### config.mk
export PLATFORM = sky130hd
export DESIGN_NAME = pipe_stage_reg
export DESIGN_NICKNAME = d
export VERILOG_FILES = /design/src/rtl/pipe_stage_reg.sv
export SDC_FILE = /design/constraint.sdc
export NUM_CORES = 1
export LEC_CHECK = 0
export BUFFER_PORTS_ARGS = -buffer_cell sky130_fd_sc_hd__clkbuf_2
export CELL_PAD_IN_SITES_DETAIL_PLACEMENT = 1
export CELL_PAD_IN_SITES_GLOBAL_PLACEMENT = 1
export CORE_MARGIN = 5
export CORE_UTILIZATION = 29
export CTS_CLUSTER_DIAMETER = 200
export DETAILED_ROUTE_END_ITERATION = 16
export PLACE_DENSITY = 0.72
export SETUP_SLACK_MARGIN = 0.1
export SKIP_CTS_REPAIR_TIMING = 1
export SYNTH_ARGS = -nofsm -noshare
export SYNTH_HDL_FRONTEND = slang
export SYNTH_SLANG_ARGS = --single-unit
### constraint.sdc
create_clock -name clk -period 1.8 [get_ports clk]
set_input_delay 0.36 -clock clk [delete_from_list [all_inputs] [get_ports clk]]
set_output_delay 0.36 -clock clk [all_outputs]
set_load 0.01 [all_outputs]
### src/rtl/pipe_stage_reg.sv
// Purpose : one pipeline stage register carrying ctrl/data with valid/ready handshake, flush and stall counter.
// Latency : 1 cycle from input handshake to out_valid when the stage is empty.
// Backpressure: default build in_ready = !out_valid || out_ready; PIPE_STAGE_SKID_EN build uses a registered in_ready and a skid entry.
//
// Ports:
//   clk, rst            - sole clock, synchronous active-high reset
//   flush               - synchronous clear; drops every held beat and any beat offered that cycle
//   in_valid/in_ready   - upstream handshake, payload in_ctrl[CTRL_W], in_data[DATA_W]
//   out_valid/out_ready - downstream handshake, payload out_ctrl[CTRL_W], out_data[DATA_W]
//   stall_cnt[16]       - saturating count of cycles with out_valid=1 and out_ready=0
// Build option: define PIPE_STAGE_SKID_EN for the two-entry (main + skid) variant.
module pipe_stage_reg #(
    parameter int DATA_W   = 32,
    parameter int CTRL_W   = 8,
    parameter bit CLR_DATA = 1'b1
) (
    input  logic              clk,
    input  logic              rst,
    input  logic              flush,
    input  logic              in_valid,
    output logic              in_ready,
    input  logic [CTRL_W-1:0] in_ctrl,
    input  logic [DATA_W-1:0] in_data,
    output logic              out_valid,
    input  logic              out_ready,
    output logic [CTRL_W-1:0] out_ctrl,
    output logic [DATA_W-1:0] out_data,
    output logic [15:0]       stall_cnt
);

    typedef enum logic [1:0] {
        EMPTY = 2'd0,
        BUSY  = 2'd1,
        FULL  = 2'd2
    } stateT;

    stateT             state;
    stateT             nextState;
    logic              inFire;
    logic              outFire;
    logic              loadMain;
    logic [CTRL_W-1:0] mainCtrl;
    logic [DATA_W-1:0] mainData;
    logic [15:0]       stallCnt;

    assign out_valid = (state != EMPTY);
    assign out_ctrl  = mainCtrl;
    assign out_data  = mainData;
    assign stall_cnt = stallCnt;

    assign outFire = out_valid && out_ready;
    // A beat offered alongside flush never counts as accepted.
    assign inFire  = in_valid && in_ready && !flush;

`ifdef PIPE_STAGE_SKID_EN
    logic              mainFromSkid;
    logic              loadSkid;
    logic              inReadyQ;
    logic [CTRL_W-1:0] skidCtrl;
    logic [DATA_W-1:0] skidData;

    assign in_ready = inReadyQ;

    always_comb begin
        nextState    = state;
        loadMain     = 1'b0;
        mainFromSkid = 1'b0;
        loadSkid     = 1'b0;
        case (state)
            EMPTY: begin
                if (inFire) begin
                    nextState = BUSY;
                    loadMain  = 1'b1;
                end
            end
            BUSY: begin
                if (inFire && !outFire) begin
                    nextState = FULL;
                    loadSkid  = 1'b1;
                end else if (inFire && outFire) begin
                    loadMain  = 1'b1;
                end else if (outFire) begin
                    nextState = EMPTY;
                end
            end
            FULL: begin
                // in_ready is low here, so only the drain path matters.
                if (outFire) begin
                    nextState    = BUSY;
                    mainFromSkid = 1'b1;
                end
            end
            default: nextState = EMPTY;
        endcase
    end

    // in_ready is registered: it reflects the state being entered at this edge.
    always_ff @(posedge clk) begin
        if (rst || flush) begin
            inReadyQ <= 1'b1;
        end else begin
            inReadyQ <= (nextState != FULL);
        end
    end

    always_ff @(posedge clk) begin
        if (rst) begin
            skidCtrl <= '0;
            skidData <= '0;
        end else if (flush) begin
            skidCtrl <= '0;
            if (CLR_DATA) begin
                skidData <= '0;
            end
        end else if (loadSkid) begin
            skidCtrl <= in_ctrl;
            skidData <= in_data;
        end
    end
`else
    // Single entry: a beat may enter in the same cycle the held one leaves.
    assign in_ready = !out_valid || out_ready;

    always_comb begin
        nextState = state;
        loadMain  = 1'b0;
        if (inFire) begin
            nextState = BUSY;
            loadMain  = 1'b1;
        end else if (outFire) begin
            nextState = EMPTY;
        end
    end
`endif

    always_ff @(posedge clk) begin
        if (rst || flush) begin
            state <= EMPTY;
        end else begin
            state <= nextState;
        end
    end

    always_ff @(posedge clk) begin
        if (rst) begin
            mainCtrl <= '0;
            mainData <= '0;
        end else if (flush) begin
            mainCtrl <= '0;
            if (CLR_DATA) begin
                mainData <= '0;
            end
        end else if (loadMain) begin
            mainCtrl <= in_ctrl;
            mainData <= in_data;
`ifdef PIPE_STAGE_SKID_EN
        end else if (mainFromSkid) begin
            mainCtrl <= skidCtrl;
            mainData <= skidData;
`endif
        end
    end

    // A flush cycle leaves the counter untouched even if it is also a stall cycle.
    always_ff @(posedge clk) begin
        if (rst) begin
            stallCnt <= '0;
        end else if (!flush && out_valid && !out_ready && (stallCnt != 16'hFFFF)) begin
            stallCnt <= stallCnt + 16'd1;
        end
    end

endmodule

==> summary.md, run 1 <==
- 0 — final hold violation count
- 0.704 mW — switching pwr
- 5250 um — Final HPWL DP
- 50.6% — area share of the largest cell type after synthesis
- 57 — synthesized flop and latch total
- 42 — maximum number of pins on one net before global-route repair
- 64 — number of DRC violations after detailed-routing iteration 0
- simple AND/OR/NAND/NOR gates — gate family responsible for the most delay along the worst path
- 0.00305 mm^2 — area post-placement
- 0 — count of final setup violators
- 8.20 um^2 — syn avg cell area
- 0% — share of async-settable or async-resettable flops after synthesis
- 2 — number of buffers on the longest clock path
- 98.2 um — width of the die
- 0.58 ns — Max stage delay on crit path
- 103 — number of ports placed on the die boundary
- 0.00964 mm^2 — area enclosed by the die boundary
- true — unrepaired setup endpoints after global routing
- 45.0% — final core utilization
- 9 — number of clock buffers inserted by TritonCTS
- 3 — Clock H-tree levels
- finished clean — status
- 7.4% — share of power burned in combinational logic
- 0.726 — Placer Congestion
- flip-flop — Setup crit start kind
- 2,542 — vias in the first global route
- 0.00765 mm^2 — area of the placeable core
- sky130_fd_sc_hd__clkbuf_8 — root buffer selected by CTS
- 0 — max-slew violation count
- built — TritonCTS clock tree
- 0 — count of antenna diodes in the layout
- 1.78 ns — minimum period implied by the final worst setup slack
- 0 — number of enable-type register cells in the synthesized netlist
- nand3_4 -> or4_4 -> nor4b_4 -> mux2_4 — cells along the critical path
- -0.0864 ns — pre-CTS setup slack
- 0 — post-detailed-route count of antenna-violating nets
- 275 — gate count after technology mapping
- 0.0244 ns — fin worst setup slack
- flip-flop — Worst setup EP type
- 11,900 um — global-route wire length before repair
- sky130_fd_sc_hd__dfxtp_1 — largest area contributor in the synthesized netlist
- 0 — overflow left after global routing
- 39 — distinct cell type count of the synthesized netlist
- 43.4% — sequential cell fraction of total power
- 943 — fillcell total
- 0.00113 mm^2 — area occupied by multi-input gates
- 1.47 nW — Lkg Pwr
- 102 — number of port buffers
- 509 — non-filler instance count after layout
- 0 — final routed DRC violation total
- 486 — dpl cells
- 448 — number of nets in the layout
- 3.00 mW — Power, Total
- 0.381 mV — IR drop worst, VDD
- 0.836 ns — slew of the pin with the lowest slew margin
- 57 — Sink Count
- 2.30 mW — internal power consumption
- 15.2% — GRT Overall Usage
- 2.01 ns — arrival time at the worst endpoint
- flip-flop to flip-flop — WS Path Type
- 4 — first-pass iteration count of the detailed router
- sky130_fd_sc_hd__dfxtp_1, sky130_fd_sc_hd__nand2_1, sky130_fd_sc_hd__a21oi_1 — top cells by area, synth
- 0.00225 mm^2 — combined area of all synthesized cells
- 2.03 ns — required time of the critical path
- 32 — Core Rows
- 7 — biggest fanout along the worst timing path
- 0.00116 mm^2 — area used by sequential logic in the layout
- 49.2% — Clock power frac
- 0.07 ns — clock input transition at the sequential cells of the worst setup and hold paths
- 563 MHz — maximum achievable frequency
- 0 — Syn. warnings
- 50.6% — fraction of the yosys area taken by sequential cells
- 52.6% — area growth from synthesis to final layout
- input port to flip-flop — worst min-delay path class
- sky130_fd_sc_hd__clkbuf_2, sky130_fd_sc_hd__nand2_1, sky130_fd_sc_hd__dfxtp_1, sky130_fd_sc_hd__a21oi_1, sky130_fd_sc_hd__buf_4 — most frequent cells in the layout
- 0.00699 ns — maximum clock skew at final layout
- 29.5% — starting utilization of the core area
- 873 mW/mm^2 — ratio of total power to cell area
- 7450 um — wire length reported by the detailed router
- 2,443 — Via Count
- 23.4% — switching power as a share of total power
- 98.6% — Final period util
- 0.34 ns — clock network latency to the later pin of the worst-skew pair
- 4.80 — detail-routed via count per cell
- 14.6 um — routed wirelength normalized by instance count
- 321 — net count after synthesis
- 44.2% — max_slew headroom
- sky130_fd_sc_hd__dfxtp_1 — most used flip-flop cell after synthesis
- 98.2 um — Die Height
- 0.00344 mm^2 — cell area after layout
- 45.2% — share of final-layout standard cells stronger than drive strength 1
- 0 — max-cap check violation count
- sky130_fd_sc_hd__or4_4 — cell at the slowest stage of the critical path
- sky130_fd_sc_hd__clkbuf_2 — most frequent standard cell in the layout excluding fill and tap cells
- 0 — number of antenna violations at the first check in global routing
- 0 — number of buffers and inverters on the critical path
==> cell usage after synthesis, types with 2 or more instances <==
library cell and instances:
sky130_fd_sc_hd__nand2b_1 2, sky130_fd_sc_hd__or3_1 3, sky130_fd_sc_hd__o31ai_1 6, sky130_fd_sc_hd__nand2_1 85, sky130_fd_sc_hd__or4_1 6, sky130_fd_sc_hd__dfxtp_1 57
sky130_fd_sc_hd__nand4_1 7, sky130_fd_sc_hd__mux2_2 3, sky130_fd_sc_hd__inv_1 2, sky130_fd_sc_hd__clkbuf_1 14, sky130_fd_sc_hd__nor2_1 4, sky130_fd_sc_hd__o21ai_0 4
sky130_fd_sc_hd__nand3_1 2, sky130_fd_sc_hd__a21oi_1 53, sky130_fd_sc_hd__nor2b_1 3
==> per-stage QoR <==
stage | hold slack (ns) | setup TNS (ns)
global placement | 0.441 | -0.160
detailed placement | 0.449 | -0.371
floorplan | 0.481 | -0.0304
global route | 0.228 | -0.0305
CTS | 0.220 | 0
finish | 0.233 | 0
==> kinds of logic after synthesis <==
kind of cell               count (synthesis)  share of synthesized area (%)
and+or+nand+nor                          125                           26.3
adders and majority gates                  1                          0.555
AOI/OAI and AO/OA                         67                           16.1
buffers and inverters                     20                           4.11
DFF                                       57                           50.6
xor gates and xnor gates                   1                          0.389
muxes                                      4                           1.94
==> per-layer routing <==
layer	up-vias	global-route usage (%)	wire length [um]
li1	1199	-	-
met1	1172	17.0	3120
met2	64	26.0	3660
met3	8	5.86	575
met4	0	5.67	89
met5	-	0	0
==> flip-flops by register name (all words and copies together) (netlist names) <==
name / count
out_data: 32
stall_cnt: 16
out_ctrl: 8
state: 1
==> power groups by stage <==
stage	registers [mW]	logic, mW	clock network [mW]
global placement	1.34	0.223	0
detailed placement	1.34	0.227	0
CTS	1.31	0.228	1.52
floorplan	1.35	0.0969	0
global route	1.31	0.252	1.57
finish	1.30	0.223	1.48
==> path summary, 6_finish.rpt <==
check                     from       endpoint  slack, ns  cells after the start
setup / recovery  stall_cnt[5]  stall_cnt[15]       0.02                      4
hold / removal     in_data[26]   out_data[26]       0.23                      3
setup reg to reg  stall_cnt[5]  stall_cnt[15]       0.02                      4
hold reg to reg   out_data[23]   out_data[23]       0.46                      2
==> layout make-up <==
class / instances / area share [%]
repair buffers: 134 / 22.3
flip-flops and latches: 57 / 33.7
clock buffers: 9 / 3.60
multi-input cells: 198 / 33.0
inverters: 2 / 0.218
well taps: 102 / 3.71
clock inverters: 7 / 3.46
==> worst register-to-register path: stages (launching register included) <==
cell and delay (ns):
sky130_fd_sc_hd__dfxtp_4 0.38, sky130_fd_sc_hd__nand3_4 0.08, sky130_fd_sc_hd__or4_4 0.58, sky130_fd_sc_hd__nor4b_4 0.30, sky130_fd_sc_hd__mux2_4 0.32
No activity file was read; power rests on OpenSTA's default activity.
==> run 2, diff against run 1 <==
--- a/config.mk
+++ b/config.mk
@@ -9,10 +9,10 @@
 export CELL_PAD_IN_SITES_DETAIL_PLACEMENT = 1
 export CELL_PAD_IN_SITES_GLOBAL_PLACEMENT = 1
 export CORE_MARGIN = 5
-export CORE_UTILIZATION = 29
+export CORE_UTILIZATION = 35
 export CTS_CLUSTER_DIAMETER = 200
 export DETAILED_ROUTE_END_ITERATION = 16
-export PLACE_DENSITY = 0.72
+export PLACE_DENSITY = 0.81
 export SETUP_SLACK_MARGIN = 0.1
 export SKIP_CTS_REPAIR_TIMING = 1
 export SYNTH_ARGS = -nofsm -noshare
==> constraint.sdc (replaced) <==
create_clock -name clk -period 2.1 [get_ports clk]
set_input_delay 0.42 -clock clk [delete_from_list [all_inputs] [get_ports clk]]
set_output_delay 0.42 -clock clk [all_outputs]
set_load 0.01 [all_outputs]
==> summary.md, run 2 (synthesis gave the netlist of run 1 again) <==
- 2 — number of buffers on the longest clock path
- 6840 um — wire length reported by the detailed router
- 0.00102 mm^2 — area occupied by multi-input gates
- 0 — final hold violation count
- 32 — Largest register FFs
- finished clean — status
- 0.00631 mm^2 — area of the placeable core
- 5 — biggest fanout along the worst timing path
- input port to flip-flop — worst min-delay path class
- 0.773 — Placer Congestion
- 91 — number of DRC violations after detailed-routing iteration 0
- 4 — first-pass iteration count of the detailed router
- 0.62 ns — Max stage delay on crit path
- 0 — final routed DRC violation total
- 784 mW/mm^2 — ratio of total power to cell area
- 0 — post-detailed-route count of antenna-violating nets
- met2 — busiest layer in global routing
- 2,373 — vias in the first global route
- 1.35 nW — Lkg Pwr
- 0.00114 mm^2 — area used by sequential logic in the layout
- 0.00601 ns — maximum clock skew at final layout
- 18.9% — GR Util met1
- built — TritonCTS clock tree
- 90.1% — Final period util
- 29 — Core Rows
- 0 — max-slew violation count
- 5060 um — Final HPWL DP
- 0 — count of final setup violators
- 3 — Clock H-tree levels
- sky130_fd_sc_hd__clkbuf_8 — root buffer selected by CTS
- flip-flop — Setup crit start kind
- 0 — overflow left after global routing
- 103 — number of ports placed on the die boundary
- 0.32 ns — clock network latency to the later pin of the worst-skew pair
- 4.75% — met3 Use GR
- 814 — fillcell total
- 427 — number of nets in the layout
- 0.07 ns — clock input transition at the sequential cells of the worst setup and hold paths
- 16.8% — GRT Overall Usage
- sky130_fd_sc_hd__or4_2 — cell at the slowest stage of the critical path
- 0 ns — Setup Total Neg Slack
- 1.89 ns — minimum period implied by the final worst setup slack
- 57 — Sink Count
- 0.00815 mm^2 — area enclosed by the die boundary
- 528 MHz — maximum achievable frequency
- 90.3 um — width of the die
- 49.0% — final core utilization
- sky130_fd_sc_hd__clkbuf_2, sky130_fd_sc_hd__nand2_1, sky130_fd_sc_hd__dfxtp_1, sky130_fd_sc_hd__a21oi_1, sky130_fd_sc_hd__buf_4 — most frequent cells in the layout
- 2.43 mW — Power, Total
- 0 — max-cap check violation count
- 11,300 um — global-route wire length before repair
- 29.5% — met2 GRT Util
- 90.3 um — Die Height
- 42 — maximum number of pins on one net before global-route repair
- 0.815 ns — slew of the pin with the lowest slew margin
- 0 — number of antenna violations at the first check in global routing
- 37.3% — area growth from synthesis to final layout
- ha_1 -> and3_1 -> o311ai_1 -> or4_2 -> a21oi_1 — cells along the critical path
- 2,329 — Via Count
- 0.0307 ns — pre-CTS setup slack
- 102 — number of port buffers
- 2.14 ns — arrival time at the worst endpoint
- flip-flop — Worst setup EP type
- 5.03 — detail-routed via count per cell
- 36.8% — share of final-layout standard cells stronger than drive strength 1
- flip-flop to flip-flop — WS Path Type
- 0 — count of antenna diodes in the layout
- 14.8 um — routed wirelength normalized by instance count
- 0.208 ns — fin worst setup slack
- sky130_fd_sc_hd__clkbuf_2 — most frequent standard cell in the layout excluding fill and tap cells
- 9 — number of clock buffers inserted by TritonCTS
- 0.446 mV — IR drop worst, VDD
- 0.308 ns — worst hold slack
- 35.7% — starting utilization of the core area
- false — unrepaired setup endpoints after global routing
- 2.35 ns — required time of the critical path
- 45.7% — max_slew headroom
==> run 2: power breakdown <==
group	leakage [nW]	internal [mW]	switching, mW
Combinational	0.773	0.0794	0.109
Sequential	0.464	1.11	0.0134
Clock	0.109	0.667	0.452
Total	1.35	1.85	0.574
==> run 2: metrics by stage <==
step	std cells	area (um^2)
3_3_place_gp	447	2870
5_1_grt	463	3100
4_1_cts	463	3090
3_5_place_dp	447	2870
2_1_floorplan	275	2250
6_report	463	3100
==> run 2: final timing paths <==
check | end | from | cells past startpoint | slack (ns)
max | stall_cnt[14] | stall_cnt[1] | 5 | 0.21
min | out_data[12] | in_data[12] | 3 | 0.31
max reg2reg | stall_cnt[14] | stall_cnt[1] | 5 | 0.21
min reg2reg | out_data[23] | out_data[23] | 2 | 0.45
==> run 2: layer usage <==
| metal | wire length (um) | up-vias |
|---|---|---|
| li1 | - | 1159 |
| met1 | 2780 | 1105 |
| met2 | 3580 | 56 |
| met3 | 362 | 9 |
| met4 | 111 | 0 |
| met5 | 0 | - |
==> run 2: area by class of cell <==
| type | instances | share of cell area [%] |
|---|---|---|
| clock inverter | 7 | 3.07 |
| tap | 77 | 3.11 |
| inverter | 2 | 0.242 |
| clock buffer | 9 | 4.00 |
| timing repair buffer | 113 | 19.6 |
| sequential | 57 | 36.9 |
| multi-input combinational | 198 | 33.1 |
==> run 2: worst max-delay path, delay by kind of cell (launching register included) <==
kind,cells,cell delay (ns)
AOI/OAI and AO/OA,2,0.30
adders and majority gates,1,0.23
DFF,1,0.41
and+or+nand+nor,2,0.88
==> run 3, diff against run 2 <==
--- a/config.mk
+++ b/config.mk
@@ -12,7 +12,7 @@
 export CORE_UTILIZATION = 35
 export CTS_CLUSTER_DIAMETER = 200
 export DETAILED_ROUTE_END_ITERATION = 16
-export PLACE_DENSITY = 0.81
+export PLACE_DENSITY_LB_ADDON = 0.05
 export SETUP_SLACK_MARGIN = 0.1
 export SKIP_CTS_REPAIR_TIMING = 1
 export SYNTH_ARGS = -nofsm -noshare
==> summary.md, run 3 (synthesis gave the netlist of run 1 again) <==
- 14.5 um — routed wirelength normalized by instance count
- 11,000 um — global-route wire length before repair
- 90.3 um — width of the die
- 536 MHz — maximum achievable frequency
- sky130_fd_sc_hd__clkbuf_8 — root buffer selected by CTS
- 0 — final routed DRC violation total
- 734 mW/mm^2 — ratio of total power to cell area
- 0.414 ns — slew of the pin with the lowest slew margin
- 16.7% — GRT Overall Usage
- 0.53 ns — Max stage delay on crit path
- 0.34 ns — clock network latency to the later pin of the worst-skew pair
- 2.13 ns — arrival time at the worst endpoint
- 2 — number of buffers on the longest clock path
- 529 um — routed length on met3
- state[0] — origin of the critical flop-to-flop path
- 0.00815 mm^2 — area enclosed by the die boundary
- sky130_fd_sc_hd__or4_1 — cell at the slowest stage of the critical path
- 9 — number of clock buffers inserted by TritonCTS
- 2,323 — vias in the first global route
- stall_cnt[9] — Reg2Reg Capture Point
- 0.00631 mm^2 — area of the placeable core
- 0 — overflow left after global routing
- 49.5% — sequential cell fraction of total power
- built — TritonCTS clock tree
- false — unrepaired setup endpoints after global routing
- 90.3 um — Die Height
- 37.2% — share of final-layout standard cells stronger than drive strength 1
- flip-flop to flip-flop — WS Path Type
- 35.7% — starting utilization of the core area
- 57 — Sink Count
- 2.37 ns — required time of the critical path
- 3220 um — DR WL met2
- 42.1% — Clock power frac
- 24.7% — switching power as a share of total power
- 4 — first-pass iteration count of the detailed router
- 88.8% — Final period util
- 0 — max-slew violation count
- 429 — number of nets in the layout
- 5 — length in cells of the worst reg-to-reg path
- nand2b_4 -> or4_1 -> buf_4 -> or4_1 -> a21oi_1 — cells along the critical path
- 0 — number of antenna violations at the first check in global routing
- 36.9% — area growth from synthesis to final layout
- 0 — final hold violation count
- 3 — Clock H-tree levels
- 1.71 mW — internal power consumption
- 0 — max-cap check violation count
- 0.420 mV — IR drop worst, VDD
- 6710 um — wire length reported by the detailed router
- 0.298 ns — worst hold slack
- 0 ns — Setup Total Neg Slack
- 42 — maximum number of pins on one net before global-route repair
- 0.00350 ns — maximum clock skew at final layout
- sky130_fd_sc_hd__or4_1 — CP most frequent cell
- 0 — post-detailed-route count of antenna-violating nets
- state[0] — launch point of the worst path
- 1.34 nW — Lkg Pwr
- 0 — count of antenna diodes in the layout
- 0.23 ns — worst setup slack for register-to-register paths
- 72.4% — max_slew headroom
- 102 — number of port buffers
- 0.06 ns — clock input transition at the sequential cells of the worst setup and hold paths
- input port to flip-flop — worst min-delay path class
- finished clean — status
- 29 — Core Rows
- 53 — number of DRC violations after detailed-routing iteration 0
- stall_cnt[9] — Worst Setup EP
- 0.559 mW — switching pwr
- 8.5% — share of power burned in combinational logic
- sky130_fd_sc_hd__clkbuf_2, sky130_fd_sc_hd__nand2_1, sky130_fd_sc_hd__a21oi_1, sky130_fd_sc_hd__dfxtp_1, sky130_fd_sc_hd__clkbuf_8 — most frequent cells in the layout
- flip-flop — Setup crit start kind
- flip-flop — Worst setup EP type
- 0.768 — Placer Congestion
- 2,290 — Via Count
- 1.87 ns — minimum period implied by the final worst setup slack
- 4.94 — detail-routed via count per cell
- sky130_fd_sc_hd__clkbuf_2 — most frequent standard cell in the layout excluding fill and tap cells
- 2810 um — WL met1
- 4850 um — Final HPWL DP
- 0 — count of final setup violators
- met4 — top routing layer used
- 8 — biggest fanout along the worst timing path
- 103 — number of ports placed on the die boundary
- 32 — Largest register FFs
==> run 3: how the worst min path moves through the flow <==
stage / startpoint / endpoint / slack (ns) / cells after the start
after floorplan: out_ctrl[0] / out_ctrl[0] / 0.48 / 2
after global placement: out_data[19] / out_data[19] / 0.44 / 2
after detailed placement: out_ctrl[4] / out_ctrl[4] / 0.45 / 2
after CTS: in_data[17] / out_data[17] / 0.28 / 3
after global routing: in_data[7] / out_data[7] / 0.29 / 3
final: in_ctrl[3] / out_ctrl[3] / 0.30 / 3
==> run 3: critical path: cells and delay by family, from the launching register on <==
| family | cells | cell delay [ns] |
|---|---|---|
| and+or+nand+nor | 3 | 1.05 |
| DFF | 1 | 0.41 |
| buffers and inverters | 1 | 0.18 |
| AOI/OAI and AO/OA | 1 | 0.15 |
==> run 3: final cells by class <==
type                       instances  area (um^2)
clock inverter                     2         12.5
inverter                           2         7.51
timing repair buffer             115          633
clock buffer                      13          169
tap                               77         96.3
fill                             794         3230
sequential                        57         1150
multi-input combinational        198         1020
==> run 3: layer usage <==
| metal | GRT usage [%] | vias to the layer above |
|---|---|---|
| li1 | - | 1162 |
| met5 | 0 | - |
| met3 | 6.92 | 11 |
| met1 | 18.2 | 1056 |
| met4 | 8.93 | 0 |
| met2 | 27.4 | 61 |
==> run 3: metrics by stage <==
| step | instances | util [%] | setup slack (ns) | area, um^2 | total power [mW] |
|---|---|---|---|---|---|
| 4_1_cts | 463 | 48.7 | 0.187 | 3070 | 2.30 |
| 2_1_floorplan | 275 | - | 0.155 | 2250 | 1.24 |
| 5_1_grt | 464 | 48.9 | 0.120 | 3090 | 2.38 |
| 6_report | 464 | 48.9 | 0.235 | 3090 | 2.26 |
| 3_3_place_gp | 448 | 45.8 | 0.0902 | 2890 | 1.33 |
| 3_5_place_dp | 448 | 45.8 | 0.0540 | 2890 | 1.34 |
==> run 3: power by group through the flow <==
| stage | Combinational [mW] | Sequential (mW) | Clock, mW |
|---|---|---|---|
| floorplan | 0.0823 | 1.16 | 0 |
| CTS | 0.197 | 1.12 | 0.987 |
| finish | 0.192 | 1.12 | 0.952 |
| detailed placement | 0.197 | 1.14 | 0 |
| global route | 0.215 | 1.12 | 1.04 |
| global placement | 0.191 | 1.14 | 0 |
